[config.mk]
export PLATFORM = sky130hd
export DESIGN_NAME = store_unit
export DESIGN_NICKNAME = d
export VERILOG_FILES = /design/src/rtl/store_unit.sv
export SDC_FILE = /design/constraint.sdc
export NUM_CORES = 1
export LEC_CHECK = 0
export CORE_MARGIN = 1
export CORE_UTILIZATION = 27
export CTS_CLUSTER_SIZE = 25
export DETAILED_ROUTE_END_ITERATION = 8
export GPL_ROUTABILITY_DRIVEN = 0
export GPL_TIMING_DRIVEN = 0
export SYNTH_ARGS = -nofsm -noshare
export SYNTH_HDL_FRONTEND = slang
export SYNTH_SLANG_ARGS = --single-unit
[constraint.sdc]
create_clock -name clk -period 1.45 [get_ports clk]
set_clock_uncertainty 0.05 [all_clocks]
set_input_delay 0.29 -clock clk [delete_from_list [all_inputs] [get_ports clk]]
set_output_delay 0.29 -clock clk [all_outputs]
set_load 0.005 [all_outputs]
[src/rtl/store_unit.sv]
// rtl/store_unit.sv - sb/sh/sw store executor with read-modify-write for sub-word stores
module store_unit #(
  parameter int ADDR_WIDTH   = 32,
  parameter int READ_LATENCY = 1
) (
  input  logic                  clk,
  input  logic                  reset,
  input  logic                  start,
  input  logic [2:0]            funct3,
  input  logic [ADDR_WIDTH-1:0] addr,
  input  logic [31:0]           wdata,
  output logic                  busy,
  output logic                  done,
  output logic                  fault,
  output logic [ADDR_WIDTH-1:0] mem_addr,
  output logic                  mem_re,
  input  logic [31:0]           mem_rdata,
  output logic                  mem_we,
  output logic [31:0]           mem_wdata
);

  typedef enum logic [2:0] {IDLE, READ, WRITE, FAULT, DONE} state_t;

  localparam int CW = (READ_LATENCY > 1) ? $clog2(READ_LATENCY) : 1;

  state_t        state;
  logic [CW-1:0] rd_cnt;
  logic [1:0]    lane_q;
  logic          half_q;
  logic [15:0]   wdata_q;

  logic is_sb, is_sh, is_sw, bad;

  always_comb begin
    is_sb = (funct3 == 3'b000);
    is_sh = (funct3 == 3'b001);
    is_sw = (funct3 == 3'b010);
    bad   = !(is_sb || is_sh || is_sw) || (is_sh && addr[0]) || (is_sw && (addr[1:0] != 2'b00));
  end

  // Replace the addressed byte or halfword of the old word, keep the rest.
  function automatic logic [31:0] merge(input logic [31:0] old, input logic [15:0] d,
                                        input logic half, input logic [1:0] lane);
    logic [31:0] w;
    w = old;
    if (half) begin
      if (lane[1]) w[31:16] = d;
      else         w[15:0]  = d;
    end else begin
      case (lane)
        2'd0: w[7:0]   = d[7:0];
        2'd1: w[15:8]  = d[7:0];
        2'd2: w[23:16] = d[7:0];
        default: w[31:24] = d[7:0];
      endcase
    end
    return w;
  endfunction

  always_ff @(posedge clk or negedge reset) begin
    if (!reset) begin
      state     <= IDLE;
      rd_cnt    <= '0;
      lane_q    <= '0;
      half_q    <= 1'b0;
      wdata_q   <= '0;
      busy      <= 1'b0;
      done      <= 1'b0;
      fault     <= 1'b0;
      mem_re    <= 1'b0;
      mem_we    <= 1'b0;
      mem_addr  <= '0;
      mem_wdata <= '0;
    end else begin
      case (state)
        IDLE: begin
          if (start) begin
            lane_q  <= addr[1:0];
            half_q  <= funct3[0];
            wdata_q <= wdata[15:0];
            busy    <= 1'b1;
            if (bad) begin
              state <= FAULT;
            end else begin
              mem_addr <= {addr[ADDR_WIDTH-1:2], 2'b00};
              if (is_sw) begin
                mem_we    <= 1'b1;
                mem_wdata <= wdata;
                state     <= WRITE;
              end else begin
                mem_re <= 1'b1;
                rd_cnt <= '0;
                state  <= READ;
              end
            end
          end
        end
        READ: begin
          // Read data is valid at the end of the last strobe cycle.
          if (rd_cnt == CW'(READ_LATENCY - 1)) begin
            mem_re    <= 1'b0;
            mem_we    <= 1'b1;
            mem_wdata <= merge(mem_rdata, wdata_q, half_q, lane_q);
            state     <= WRITE;
          end else begin
            rd_cnt <= rd_cnt + CW'(1);
          end
        end
        WRITE: begin
          mem_we <= 1'b0;
          done   <= 1'b1;
          state  <= DONE;
        end
        FAULT: begin
          done  <= 1'b1;
          fault <= 1'b1;
          state <= DONE;
        end
        DONE: begin
          done  <= 1'b0;
          fault <= 1'b0;
          busy  <= 1'b0;
          state <= IDLE;
        end
        default: begin
          busy   <= 1'b0;
          done   <= 1'b0;
          fault  <= 1'b0;
          mem_re <= 1'b0;
          mem_we <= 1'b0;
          state  <= IDLE;
        end
      endcase
    end
  end

endmodule

==> impl_metrics.json <==
{
  "status": "finished with violations",
  "violations": "setup timing",
  "power.share.sequential_pct": 35.6,
  "slew_violations": 0,
  "crit_path_cell_trace": "nor3_4, nand4b_4, buf_12, buf_12, mux2_4",
  "max_freq_mhz": 616,
  "start_util_pct": 27.8,
  "core-area_mm2": 0.0152,
  "place_area_mm2": 0.00617,
  "dr.first_iter.drc_count": 135,
  "clk_pin_slew_ns": 0.06,
  "rows": 45,
  "crit_fanout": 10,
  "switching_share_pct": 33.6,
  "netlist_area_mm2": 0.00422,
  "synth_edf_count": 0,
  "drive_above_1_share_pct": 26.9,
  "maxCapViolCount": 0,
  "synth_cell_types": 34,
  "yosysTopAreaCellShare_pct": 52.8,
  "finalPower_mw": 13.1,
  "max_stage_delay_ns": 0.47,
  "worstSetupEndpointType": "flip-flop",
  "clockBufferDepth": 2,
  "crit_type": "reg -> reg",
  "antenna_left": 0,
  "powerDensity_mw_per_mm2": 1890,
  "via_per_inst": 4.97,
  "dp_hpwl_um": 9460,
  "die_w_um": 127,
  "cpLargestDelayFamily": "flip-flops",
  "cts_tree": "done",
  "synth_commonest_cells": "89 x dfrtp_1, 33 x nand3_1, 32 x mux2i_1, 30 x mux2_4, 25 x nor2_1",
  "slew_headroom_pct": 61.9,
  "wirelength_um": 13500,
  "gr-total-overflow": 0,
  "internal_power_mw": 8.70,
  "hold_viol": 0,
  "worstRegToRegCells": 5,
  "port-buffer-count": 168,
  "p_switching_mw": 4.39,
  "reg2reg_slack_ns": -0.17,
  "worst_setup_path_start_kind": "flip-flop",
  "synthArstFlopShare_pct": 100,
  "firstDrtPassIters": 4,
  "antenna_found_initial": 0,
  "drcViolationCount": 0,
  "crit_buf_inv": 2,
  "hp-start": "addr[1]",
  "rsz0062_at_grt": "true",
  "cp_slowest_cell": "dfrtp_2",
  "grt_start_max_net_pins": 48,
  "vias": 3653,
  "dieHeight_um": 127,
  "synth.area.top_cells": "dfrtp_1 53%, mux2_4 11%, mux2i_1 7.6%",
  "synth-seq-cells": 89,
  "synth_area_leader_cell": "dfrtp_1",
  "diodes": 0,
  "cpMostUsedCell": "buf_12",
  "fin_nets": 644,
  "io_pins": 171,
  "clkSinkCount": 89,
  "cts_inserted_buffers": 9,
  "die-area_mm2": 0.0161,
  "r2r_end": "mem_addr[3]",
  "synth_ff_type": "dfrtp_1",
  "design_area_mm2": 0.00694,
  "htreeDepth": 3,
  "fin_tns_setup_ns": -7.24,
  "yosys.cell_count.top_type": "dfrtp_1",
  "fin_crit_ns": 1.62,
  "p_comb_share_pct": 45.9,
  "leakage_nw": 3.27,
  "ctsRootBufferMaster": "clkbuf_16",
  "setup_violations": 63,
  "area_growth_pct": 64.5,
  "required_ns": 1.63,
  "reg2reg_from": "state[2]",
  "grt_pass1_vias": 3878,
  "hold_depth": 2,
  "clock_latency_ns": 0.35,
  "min_to": "lane_q[1]",
  "tightest_slew_ns": 0.571,
  "ir_worst_vdd_v": 0.000741,
  "yosysWarningCount": 0,
  "pwr-share-clk_pct": 18.5,
  "ys_seq_area_share_pct": 52.8,
  "gr-usage-all-layers_pct": 17.3,
  "setup_slack_ns": -0.172,
  "timing.final.crit_share_pct": 112,
  "wl_per_cell_um": 18.4,
  "synth_cells": 338,
  "grt_pass1_wl_um": 21100,
  "crit_arrival_ns": 1.80,
  "avgSynthCellArea_um2": 12.5,
  "hold_path.class": "in -> reg"
}
sequential cells by signal, summed over array words and instances (netlist names), 2 cells and up:
| name | flops |
|---|---|
| mem_wdata | 32 |
| mem_addr | 30 |
| wdata_q | 16 |
| state | 3 |
| lane_q | 2 |
power groups by stage:
stage	Clock [mW]	Combinational (mW)	Sequential (mW)
after floorplan	0	2.87	4.47
after global placement	0	5.71	4.59
after detailed placement	0	5.80	4.65
after CTS	2.50	5.70	4.64
after global routing	2.63	6.53	4.81
final	2.43	6.01	4.66
how the worst max path moves through the flow:
| stage | end | cells past startpoint | slack (ns) | start |
|---|---|---|---|---|
| 6_report | mem_addr[3] | 5 | -0.17 | state[2] |
| 5_1_grt | mem_addr[3] | 6 | -0.22 | state[0] |
| 4_1_cts | mem_addr[3] | 6 | -0.22 | state[0] |
| 3_5_place_dp | mem_wdata[7] | 6 | -0.73 | funct3[0] |
| 3_3_place_gp | mem_wdata[3] | 1 | -3.27 | reset |
| 2_1_floorplan | mem_addr[10] | 5 | -0.10 | state[2] |
layout make-up:
type | instances | area [µm²]
Fill cell | 1410 | 8260
Sequential cell | 89 | 2230
Multi-Input combinational cell | 221 | 1960
Timing Repair Buffer | 198 | 1910
Buffer | 22 | 293
Clock buffer | 12 | 256
Tap cell | 188 | 235
Clock inverter | 4 | 51.3
Inverter | 1 | 3.75
metal layers:
layer | share of wire, % | vias to the layer above | GRT usage (%)
met4 | 2.7 | 0 | 7.49
met5 | 0 | - | 0
met2 | 47 | 182 | 27.3
li1 | - | 1662 | -
met1 | 44 | 1788 | 22.6
met3 | 6.4 | 21 | 4.10
cell families (layout without fill, tap and decap cells):
| group | count (synthesis) | in the layout | share of synthesized area (%) |
|---|---|---|---|
| multiplexers | 81 | 81 | 23.3 |
| flip-flops | 89 | 89 | 52.8 |
| AO/OA/AOI/OAI | 57 | 57 | 9.85 |
| AND/OR/NAND/NOR | 81 | 81 | 10.1 |
| buffers and inverters | 29 | 237 | 3.89 |
| other | 1 | 2 | 0.0889 |
stage by stage:
| step | util, % | hold WS (ns) | setup WS [ns] | cells |
|---|---|---|---|---|
| 2_1_floorplan | - | -0.0556 | -0.102 | 339 |
| 3_3_place_gp | 40.5 | 0.423 | -3.27 | 695 |
| 3_5_place_dp | 40.6 | 0.279 | -0.734 | 696 |
| 4_1_cts | 44.3 | 0.387 | -0.219 | 726 |
| 5_1_grt | 45.7 | 0.365 | -0.224 | 735 |
| 6_report | 45.7 | 0.352 | -0.172 | 735 |
cell usage in the layout, fill, tap and decap left out, drive strengths merged, types with 2 or more instances in the layout:
cell and n:
nor3 3, clkdlybuf4s50 94, nand2 5, o211ai 16, o21ai 3, nand3 34
clkinv 2, a21oi 3, dfrtp 89, dlygate4sd2 72, and2 2, buf 46
conb 2, clkbuf 18, nand2b 5, nor2b 3, mux2 49, mux2i 32
o221ai 16, o22ai 16, nor2 26
what timing repair did:
item | 4_1_cts | 5_1_grt
setup endpoints to repair | 150 | 80
hold endpoints to repair | 42 | 0
buffers inserted | 15 | 11
cloned | 1 | 2
resized for setup | 130 | 32
hold buffers | 1 | 0
pin swaps | 2 | 5
Note: power is estimated with default switching activity, not from simulation.
